--- config.mk ---
export PLATFORM = sky130hd
export DESIGN_NAME = nanop_ctrl
export DESIGN_NICKNAME = d
export VERILOG_FILES = /design/src/rtl/nanop_pkg.sv /design/src/rtl/nanop_decode.sv /design/src/rtl/nanop_ctrl.sv
export SDC_FILE = /design/constraint.sdc
export NUM_CORES = 1
export LEC_CHECK = 0
export CAP_MARGIN = 30
export CORE_AREA = 2 2 39 41
export CTS_CLUSTER_DIAMETER = 80
export DETAILED_ROUTE_END_ITERATION = 10
export DIE_AREA = 0 0 41 43
export SLEW_MARGIN = 20
export SYNTH_ARGS = -nofsm -noshare
export SYNTH_HDL_FRONTEND = slang
export SYNTH_HIERARCHICAL = 1
export SYNTH_SLANG_ARGS = --single-unit
--- constraint.sdc ---
create_clock -name clk -period 1.9 [get_ports clk]
set_clock_uncertainty 0.05 [all_clocks]
set_input_delay 0.38 -clock clk [delete_from_list [all_inputs] [get_ports clk]]
set_output_delay 0.38 -clock clk [all_outputs]
set_load 0.02 [all_outputs]
--- src/rtl/nanop_pkg.sv ---
// nanop_pkg -- definitions shared by the nanoprocessor controller, ALU and
// RAM test programs.
//   OP_*     : 4-bit opcodes carried in I[3:0]; I[7:4] must be zero for a
//              valid opcode.
//   state_t  : controller FSM states.
//   exec_t   : bundle of strobes that depend on the decoded instruction
//              during EXEC.
package nanop_pkg;

   localparam logic [3:0] OP_NOP = 4'h0;
   localparam logic [3:0] OP_XOR = 4'h1;
   localparam logic [3:0] OP_AND = 4'h2;
   localparam logic [3:0] OP_OR  = 4'h3;
   localparam logic [3:0] OP_ADD = 4'h4;
   localparam logic [3:0] OP_ADC = 4'h5;
   localparam logic [3:0] OP_SUB = 4'h6;
   localparam logic [3:0] OP_SBC = 4'h7;
   localparam logic [3:0] OP_ROL = 4'h8;
   localparam logic [3:0] OP_ROR = 4'h9;
   localparam logic [3:0] OP_LDA = 4'hA;
   localparam logic [3:0] OP_STA = 4'hB;
   localparam logic [3:0] OP_OUT = 4'hC;
   localparam logic [3:0] OP_JMP = 4'hD;
   localparam logic [3:0] OP_JNC = 4'hE;
   localparam logic [3:0] OP_JNZ = 4'hF;

   typedef enum logic [1:0] {
      ST_F_INSTR = 2'd0,
      ST_F_ADDR  = 2'd1,
      ST_EXEC    = 2'd2
   } state_t;

   typedef struct packed {
      logic load_pc;
      logic load_acc;
      logic sel_acc;
      logic load_flags;
      logic load_out;
      logic write;
   } exec_t;

endpackage

--- src/rtl/nanop_decode.sv ---
// nanop_decode -- purely combinational instruction decoder for the EXEC state.
//   i_instr : instruction register contents (opcode in [3:0], [7:4] must be 0)
//   i_c     : registered carry flag
//   i_z     : registered zero flag
//   o_strb  : EXEC-state strobes (jump, accumulator, flags, output, write)
module nanop_decode
   import nanop_pkg::*;
(
   input  logic [7:0] i_instr,
   input  logic       i_c,
   input  logic       i_z,
   output exec_t      o_strb
);

   always_comb begin
      o_strb = '0;
      // Any nonzero upper nibble makes the instruction a NOP.
      if (i_instr[7:4] == 4'h0) begin
         case (i_instr[3:0])
            OP_XOR, OP_AND, OP_OR, OP_ADD, OP_ADC,
            OP_SUB, OP_SBC, OP_ROL, OP_ROR: begin
               o_strb.load_acc   = 1'b1;
               o_strb.load_flags = 1'b1;
            end
            OP_LDA: begin
               o_strb.load_acc = 1'b1;
               o_strb.sel_acc  = 1'b1;
            end
            OP_STA: o_strb.write    = 1'b1;
            OP_OUT: o_strb.load_out = 1'b1;
            OP_JMP: o_strb.load_pc  = 1'b1;
            OP_JNC: o_strb.load_pc  = ~i_c;
            OP_JNZ: o_strb.load_pc  = ~i_z;
            default: ;
         endcase
      end
   end

endmodule

--- src/rtl/nanop_ctrl.sv ---
// nanop_ctrl -- nanoprocessor control unit. Every instruction is two bytes
// (opcode, operand address) and runs in three cycles:
// F_INSTR -> F_ADDR -> EXEC.
//   clk        : clock, rising edge
//   reset_n    : synchronous active-low reset; also blanks all outputs
//   I          : instruction register
//   C, Z       : registered carry / zero flags
//   Load_I     : load IR from DIN          Load_Addr : load address reg
//   Sel_Addr   : 0=PC, 1=address reg       Inc_PC    : PC + 1
//   Load_PC    : jump (PC <= address reg)  Load_Acc  : load accumulator
//   Sel_Acc    : 1=DIN, 0=ALU              Load_Flags: load C/Z
//   Load_Out   : output reg <= acc         WRITE     : mem[ADDR] <= acc
module nanop_ctrl
   import nanop_pkg::*;
(
   input  logic       clk,
   input  logic       reset_n,
   input  logic [7:0] I,
   input  logic       C,
   input  logic       Z,
   output logic       Load_I,
   output logic       Load_Addr,
   output logic       Sel_Addr,
   output logic       Inc_PC,
   output logic       Load_PC,
   output logic       Load_Acc,
   output logic       Sel_Acc,
   output logic       Load_Flags,
   output logic       Load_Out,
   output logic       WRITE
);

   state_t r_state;
   exec_t  w_exec;

   nanop_decode u_decode (
      .i_instr (I),
      .i_c     (C),
      .i_z     (Z),
      .o_strb  (w_exec)
   );

   always_ff @(posedge clk) begin
      if (!reset_n) begin
         r_state <= ST_F_INSTR;
      end else begin
         case (r_state)
            ST_F_INSTR: r_state <= ST_F_ADDR;
            ST_F_ADDR:  r_state <= ST_EXEC;
            default:    r_state <= ST_F_INSTR;
         endcase
      end
   end

   // Outputs are gated by reset_n so that a reset landing in EXEC cannot
   // produce a write or a PC change in that same cycle.
   always_comb begin
      Load_I     = 1'b0;
      Load_Addr  = 1'b0;
      Sel_Addr   = 1'b0;
      Inc_PC     = 1'b0;
      Load_PC    = 1'b0;
      Load_Acc   = 1'b0;
      Sel_Acc    = 1'b0;
      Load_Flags = 1'b0;
      Load_Out   = 1'b0;
      WRITE      = 1'b0;
      if (reset_n) begin
         case (r_state)
            ST_F_INSTR: begin
               Load_I = 1'b1;
               Inc_PC = 1'b1;
            end
            ST_F_ADDR: begin
               Load_Addr = 1'b1;
               Inc_PC    = 1'b1;
            end
            ST_EXEC: begin
               Sel_Addr   = 1'b1;
               Load_PC    = w_exec.load_pc;
               Load_Acc   = w_exec.load_acc;
               Sel_Acc    = w_exec.sel_acc;
               Load_Flags = w_exec.load_flags;
               Load_Out   = w_exec.load_out;
               WRITE      = w_exec.write;
            end
            default: ;
         endcase
      end
   end

endmodule

==> results.py <==
metrics = {
    "yosys": {
        "synth-seq-cells": 2,
        "synth_edf_count": 0,
        "synth_area_leaders": "and4b_1, dfxtp_1, buf_6",
        "synth_common_cells": "and4b_1, and3b_1, buf_6",
        "synthCells": 33,
        "async_flop_share_pct": 0,
        "syn-num-nets": 45,
        "synth_area_sq_um": 319,
        "synth_top_cell_area_share_pct": 18.8,
        "synth_ff_type": "dfxtp_1",
        "ys_warn_count": 6,
        "avgSynthCellArea_sq_um": 9.67,
        "yosysTopAreaCell": "and4b_1",
        "synth.most_common_cell": "and4b_1",
        "ys_seq_area_share_pct": 12.5,
        "yosysUniqueCellTypes": 20,
    },
    "floorplan": {
        "die_h_um": 43,
        "start_util_pct": 23.1,
        "fp-row-count": 14,
        "ios": 22,
        "dieArea_sq_um": 1760,
        "core-area_sq_um": 1380,
        "dieWidth_um": 41,
    },
    "global_route": {
        "grt_pass1_wl_mm": 1.48,
        "grt_max_degree": 13,
        "grtUsageTotal_pct": 12.6,
        "grt_overflow": 0,
        "grt_pass1_vias": 357,
        "antenna_found_initial": 0,
    },
    "critical_path": {
        "rr_endpoint": "r_state[1]",
        "critPathKind": "primary input to output pin",
        "rr_startpoint": "r_state[1]",
        "cp.required_ns": 1.47,
        "end_kind": "output pin",
        "r2r_slack_ns": 1.12,
        "reg2reg_depth": 1,
        "arrival_ns": 1.67,
        "cp-start-kind": "primary input",
        "critPathMaxFanout": 6,
    },
    "clock_network": {
        "numCtsBuffers": 3,
        "clk_latency_ns": 0.22,
        "clock_path_buffers": 2,
        "clock-sinks": 2,
        "root_buffer": "clkbuf_4",
        "clkTransAtPathRegs_ns": 0.03,
        "ctsHtreeMaxLevel": 1,
        "cts_tree": "done",
    },
    "route": {
        "drcViolationCount": 0,
        "routed_via_density": 4.78,
        "wl_um": 847,
        "ant_nets": 0,
        "drtIter0Drc": 0,
        "wl_per_cell_um": 11.6,
        "dr_total_vias": 349,
        "drt_pass1_iterations": 1,
    },
    "placement": {
        "io_buffers": 21,
        "place_area_sq_um": 541,
        "post-dp-hpwl_um": 622,
        "gp_congestion": 0.581,
    },
    "timing": {
        "report.final.setup_viol": 6,
        "finalHoldViolCount": 0,
        "worstMarginPinSlew_ns": 0.269,
        "drv_slew": 0,
        "relSlewSlack_pct": 82.0,
        "period_minus_slack_ns": 2.10,
        "rsz0062_at_grt": "true",
        "worst_slack_ns": -0.205,
        "period_share_pct": 111,
        "fmax_mhz": 475,
        "whs_ns": 0.469,
    },
    "worst_hold_path": {
        "hold_path_end": "r_state[0]",
        "hold_class": "flop to flop",
        "min_delay_path_depth": 1,
        "hold_path.startpoint": "r_state[0]",
    },
    "final_layout": {
        "syn2layout_area_growth_pct": 93.7,
        "multi_input_comb_area_sq_um": 280,
        "fillers": 152,
        "antenna_cells": 0,
        "largest_reg_flops": 2,
        "final_cell_area_sq_um": 618,
        "reg_top3": "r_state x2",
        "regMostFlops": "r_state",
        "drive_above_1_share_pct": 64.9,
        "regArea_sq_um": 42.5,
        "final_net_count": 71,
    },
    "flow_run": {
        "cap_violations": 0,
    },
    "power_and_ir_drop": {
        "ir_drop_v": 0.000307,
        "power_density_nw_per_um2": 366,
        "leakage_nw": 0.306,
    },
    "outcome": {
        "violations": "setup timing",
        "status": "complete, but fails checks",
    },
}
==> worst max-delay path, cell delays in order <==
cell,delay [ns]
buf_6,0.09
or4_4,0.58
nor4b_2,0.25
and4b_2,0.26
buf_6,0.12
==> per-stage QoR <==
step                      power (W)  setup WS [ns]  cells  utilization (%)  TNS (ns)
after floorplan           0.0000932        -0.0864     33                -    -0.169
after global placement     0.000132         -0.991     69             39.1     -7.08
after detailed placement   0.000133         -0.994     69             39.1     -7.17
after CTS                  0.000232         -0.241     73             43.6    -0.888
after global routing       0.000251         -0.243     73             44.7     -1.10
final                      0.000226         -0.205     73             44.7    -0.798
==> report_power, final <==
| part | total (W) | internal, W | switching [W] |
|---|---|---|---|
| combinational | 0.0000794 | 0.0000466 | 0.0000328 |
| clock | 0.0000914 | 0.0000695 | 0.0000219 |
| sequential | 0.0000556 | 0.0000467 | 0.00000898 |
==> final cells by class <==
cell class              instances  area share, %
clock buffers                   3           3.64
multi-input cells              27           45.3
flip-flops and latches          2           6.88
well taps                      16           3.24
repair buffers                 25           40.9
==> kinds of logic after synthesis <==
family | after synthesis | synth area share [%]
buf+inv | 4 | 12.2
compound gates | 5 | 14.1
flops | 2 | 12.5
simple gates | 22 | 61.2
==> per-layer routing <==
layer / up-vias / track usage, % / wire length [um]
met5: - / 0 / 0
met1: 157 / 15.3 / 365
met2: 10 / 17.5 / 421
met3: 2 / 3.66 / 51
li1: 180 / - / -
met4: 0 / 10.0 / 8
==> cell usage in the layout (no fill, tap or decap), types with 2 or more instances in the layout <==
cell type,n
clkdlybuf4s15_1,2
nand2_1,2
clkdlybuf4s50_1,2
dlygate4sd2_1,4
clkbuf_4,3
buf_6,9
a211oi_2,2
dfxtp_2,2
and4b_2,6
nor3b_2,2
buf_4,3
nor3_2,2
and3b_1,3
dlymetal6s2s_1,3
==> worst max-delay path by stage <==
stage	startpoint	endpoint	slack, ns	cells past startpoint
2_1_floorplan	I[5]	Sel_Acc	-0.09	4
6_report	I[7]	Sel_Acc	-0.20	5
5_1_grt	I[7]	Sel_Acc	-0.24	5
3_5_place_dp	I[5]	Load_Out	-0.99	5
3_3_place_gp	I[5]	Sel_Acc	-0.99	5
4_1_cts	I[6]	Sel_Acc	-0.24	5
==> repair_timing <==
action / CTS / global route
pin swaps: 10 / 6
resized for setup: 65 / 5
setup buffers: 1 / 0
hold buffers: 0 / 0
endpoints found under the setup margin: 10 / 9
Note: power is estimated with default switching activity, not from simulation.
==> edit 1, RTL diff (config.mk and constraints unchanged) <==
Reset style: asynchronous (`reset_n`), changed in one clocked block. Comments in the files are not updated.
--- a/src/rtl/nanop_ctrl.sv
+++ b/src/rtl/nanop_ctrl.sv
@@ -42,3 +42,3 @@
 
-   always_ff @(posedge clk) begin
+   always_ff @(posedge clk or negedge reset_n) begin
       if (!reset_n) begin
Behaviour: same outputs for any inputs over 10 cycles, from zero or initial values and one cycle with reset_n low; that may be too few to reach the edited logic, so the function may still have changed.
==> edit 1 against the unedited design <==
- the run still ends with setup timing left
- largest power group unchanged
- setup slack worse by 0.023 ns
- first-iteration DRC count is 1 higher
- sequential cell count did not move
- wire length up 5.2%
- synthesized cell count shrank 3.0%
- fmax down 1.1%
- final area shrank 2.8%
- core utilization shrank 1.3 points
- global-route usage shrank 1.2 points
- register-to-register slack got worse by 0.02 ns
- power is 13% lower
- area after synthesis fell by 3.1%
==> edit 1: results <==
export IMPL_grt_pass1_vias=333
export IMPL_clk_share_pct=3.75
export IMPL_wl_met1_um=330
export IMPL_nNonClkBuffers=27
export IMPL_r2r_start="r_state[0]"
export IMPL_place_gp_congestion=0.624
export IMPL_seq_area_um2=50.0
export IMPL_synth_cell_types=21
export IMPL_holdWs_ns=0.391
export IMPL_nFlopsAndLatches=2
export IMPL_ys_seq_area_share_pct=16.2
export IMPL_drt_wl_total_um=891
export IMPL_synth_top_area_share_pct=19.4
export IMPL_reg2reg_depth=1
export IMPL_syn_inst=32
export IMPL_top_layer="met3"
export IMPL_dp_cells=70
export IMPL_worst_slack_ns=-0.228
export IMPL_clk_pin_slew_ns=0.03
export IMPL_grt_pass1_wl_um=1350
export IMPL_antenna_found_initial=0
export IMPL_multi_input_area_share_pct=46.2
export IMPL_crit_fanout=6
export IMPL_leakage_nw=0.275
export IMPL_buffer_area_share_pct=38.3
export IMPL_place_ws_ns=-0.989
export IMPL_fin_nets=73
export IMPL_r2r_end="r_state[1]"
export IMPL_synth_compound_area_share_pct=14.6
export IMPL_crit_arrival_ns=1.70
export IMPL_status="finished, violations left"
export IMPL_route_met3_wl_um=77
export IMPL_failed_checks="setup timing"
export IMPL_setup_tns_ns=-1.07
export IMPL_track_usage_pct=11.4
export IMPL_hpwl_um=593
export IMPL_rrSetupSlack_ns=1.10
export IMPL_stdcell_count=75
export IMPL_async_reset_ff_share_pct=100
export IMPL_synthFlopType="dfrtp_1"
export IMPL_finalSetupViolations=6
export IMPL_max_vdd_ir_drop_mv=0.330
export IMPL_tightest_slew_ns=0.299
export IMPL_drt_initial_drc_count=1
export IMPL_firstDrtPassIters=2
export IMPL_placed_area_um2=547
export IMPL_yosys_top_cells_area="and4b_1 19%, dfrtp_1 16%, buf_6 7.3%"
export IMPL_grt_use_met1_pct=11.5
export IMPL_fill_cells=150
export IMPL_met2_length_um=483
export IMPL_grt_use_met3_pct=5.24
export IMPL_slowest_delay_ns=0.60
export IMPL_viasPerCell=4.93
export IMPL_drive_above_1_share_pct=67.8
export IMPL_hp_class="input pin to async pin"
export IMPL_sh_seq_area_pct=8.33
export IMPL_syn_num_nets=44
[edit 1: cell count changes in the layout (fill, tap and decap cells not counted), moves of 2 or more]
cell / change
clkbuf_2: +4
dlymetal6s2s_1: -3
buf_2: +2
clkdlybuf4s15_1: -2
dfrtp_1: +2
dfxtp_2: -2
[edit 1: where the power goes]
group | internal (mW) | total [mW] | switching (mW)
Clock | 0.0696 | 0.0927 | 0.0231
Sequential | 0.0429 | 0.0429 | 0
Combinational | 0.0331 | 0.0611 | 0.0279
[edit 1: timing repair]
item / in CTS / in global routing
cloned: 0 / 0
setup endpoints to repair: 10 / 10
hold buffers: 0 / 0
resized for setup: 67 / 9
pin swaps: 11 / 7
setup buffers: 1 / 1
[edit 1: worst max path at each step]
stage	endpoint	startpoint	cells past startpoint
after CTS	Sel_Acc	I[6]	5
final	Load_Acc	I[5]	6
after floorplan	Sel_Acc	I[5]	4
after detailed placement	Sel_Acc	I[5]	5
after global routing	Sel_Acc	I[5]	5
after global placement	Sel_Acc	I[5]	5
==> edit 2, RTL diff (same settings) <==
Without the edit above. Register the inputs `I`, `C` and `Z` before use, with the module's reset. The logic sees them one clock later. Comments in the files are not updated.
--- a/src/rtl/nanop_ctrl.sv
+++ b/src/rtl/nanop_ctrl.sv
@@ -32,2 +32,18 @@
 
+   logic [7:0] I_q;
+   logic C_q;
+   logic Z_q;
+
+   always_ff @(posedge clk) begin
+      if (!reset_n) begin
+         I_q <= '0;
+         C_q <= '0;
+         Z_q <= '0;
+      end else begin
+         I_q <= I;
+         C_q <= C;
+         Z_q <= Z;
+      end
+   end
+
    state_t r_state;
@@ -36,5 +52,5 @@
    nanop_decode u_decode (
-      .i_instr (I),
-      .i_c     (C),
-      .i_z     (Z),
+      .i_instr (I_q),
+      .i_c     (C_q),
+      .i_z     (Z_q),
       .o_strb  (w_exec)
Behaviour: not the same (Yosys sat finds a counterexample within 4 cycles, from zero or initial values and one cycle with reset_n low).
==> edit 2 against the unedited design <==
- the flow still finishes with violations (setup timing)
- non-clock buffer count is 1 higher
- combinational power is 18% higher
- setup slack worse by 0.086 ns
- final area is 35% higher
- worst hold slack better by 0.012 ns
- count of clock-buffer cells in the layout stayed put
- area after synthesis is 84% higher
- critical path depth is 1 lower
- power is 130% higher
- via count is 39% higher
- sequential power grew to 5.1 times the old value
- sequential cell count is 10 higher
- wire length is 28% higher
- critical path type is now register to output port
- critical endpoint unchanged
==> edit 2: results <==
export IMPL_finalSetupViolations=6
export IMPL_clk_pin_slew_ns=0.06
export IMPL_maxSlewHeadroom_pct=79.4
export IMPL_clkLatencyLatePin_ns=0.26
export IMPL_fin_nets=92
export IMPL_crit_fanout=6
export IMPL_yosys_top_cells_area="dfxtp_1 41%, and2_1 11%, and4b_1 10%"
export IMPL_holdPathStages=1
export IMPL_drive_above_1_share_pct=35.9
export IMPL_grt_pass1_wl_um=1820
export IMPL_reg2reg_depth=1
export IMPL_place_gp_congestion=0.606
export IMPL_synth_compound_area_share_pct=7.69
export IMPL_worst_slack_ns=-0.291
export IMPL_grt_max_degree=13
export IMPL_yosysWarnings=6
export IMPL_stdcell_count=94
export IMPL_fill_cells=131
export IMPL_viasPerCell=5.15
export IMPL_drt_initial_drc_count=4
export IMPL_firstDrtPassIters=4
export IMPL_synth_cell_types=22
export IMPL_grt_pass1_vias=443
export IMPL_placed_area_um2=805
export IMPL_largest_registers="I_q (8), r_state (2)"
export IMPL_async_reset_ff_share_pct=0
export IMPL_leakage_nw=0.382
export IMPL_syn_num_nets=66
export IMPL_synth_common_cells="12 x dfxtp_1, 10 x and2_1, 6 x and4b_1, 3 x and3b_1"
export IMPL_r2r_end="r_state[1]"
export IMPL_avgRoutedWirePerCell_um=11.5
export IMPL_max_vdd_ir_drop_mv=0.337
export IMPL_min_delay_start="r_state[0]"
export IMPL_status="finished, violations left"
export IMPL_track_usage_pct=16.0
export IMPL_holdWs_ns=0.481
export IMPL_crit_arrival_ns=1.76
export IMPL_failed_checks="setup timing"
export IMPL_dp_cells=90
export IMPL_syn_inst=54
export IMPL_cts_buffers=3
export IMPL_ys_seq_area_share_pct=41.0
export IMPL_hpwl_um=772
==> edit 2: cell count changes after synthesis <==
cell,before,now
and2_1,0,10
buf_4,0,2
buf_6,3,2
buf_2,1,0
clkbuf_2,0,1
dfxtp_1,2,12
==> edit 2: cell families (layout without fill, tap and decap cells) <==
kind of cell    count (synthesis)  after routing
compound gates                  5              5
buf+inv                         5             29
flops                          12             12
simple gates                   32             32
==> edit 2: how the worst max path moves through the flow <==
stage          startpoint  depth (start not counted)  slack [ns]      end
2_1_floorplan      I_q[5]                          4       0.007  Sel_Acc
3_3_place_gp       I_q[5]                          4       -0.45  Sel_Acc
3_5_place_dp       I_q[5]                          4       -0.48  Sel_Acc
4_1_cts            I_q[7]                          4       -0.31  Sel_Acc
5_1_grt            I_q[5]                          4       -0.36  Sel_Acc
6_report           I_q[5]                          4       -0.29  Sel_Acc
==> edit 2: worst max-delay path, cell delays in order, from the launching register on <==
cell	delay (ns)
dfxtp_1	0.30
or4_4	0.58
nor4b_2	0.25
and4b_2	0.25
buf_6	0.11
==> edit 2: per-stage QoR <==
stage / worst slack (ns) / power, mW / util, % / setup TNS [ns]
after floorplan: 0.00704 / 0.343 / - / 0
after detailed placement: -0.485 / 0.379 / 58.1 / -4.03
after CTS: -0.306 / 0.526 / 58.9 / -1.40
after global placement: -0.454 / 0.378 / 58.1 / -4.04
final: -0.291 / 0.523 / 60.4 / -1.40
after global routing: -0.361 / 0.553 / 60.4 / -1.83
==> edit 2: power by group <==
group	internal [mW]	switching, mW	total, mW
Combinational	0.0590	0.0349	0.0939
Clock	0.0733	0.0730	0.146
Sequential	0.267	0.0154	0.283
==> edit 2: final cells by class <==
class,instances,area share [%]
Clock buffer,3,2.69
Multi-Input combinational cell,37,37.7
Sequential cell,12,29.0
Tap cell,16,2.40
Timing Repair Buffer,26,28.1
==> edit 2: metal layers <==
layer	GRT usage (%)	vias up	share of wire (%)
li1	-	244	-
met1	19.6	220	43
met2	22.5	16	48
met3	4.71	4	6.5
met4	12.0	0	3.1
met5	0	-	0
==> edit 2: repair_timing <==
action                                  4_1_cts  5_1_grt
gates cloned                                  0        0
gates resized for setup                      37        3
buffers inserted                              0        1
endpoints found under the setup margin       10        7
pin swaps                                     6        2
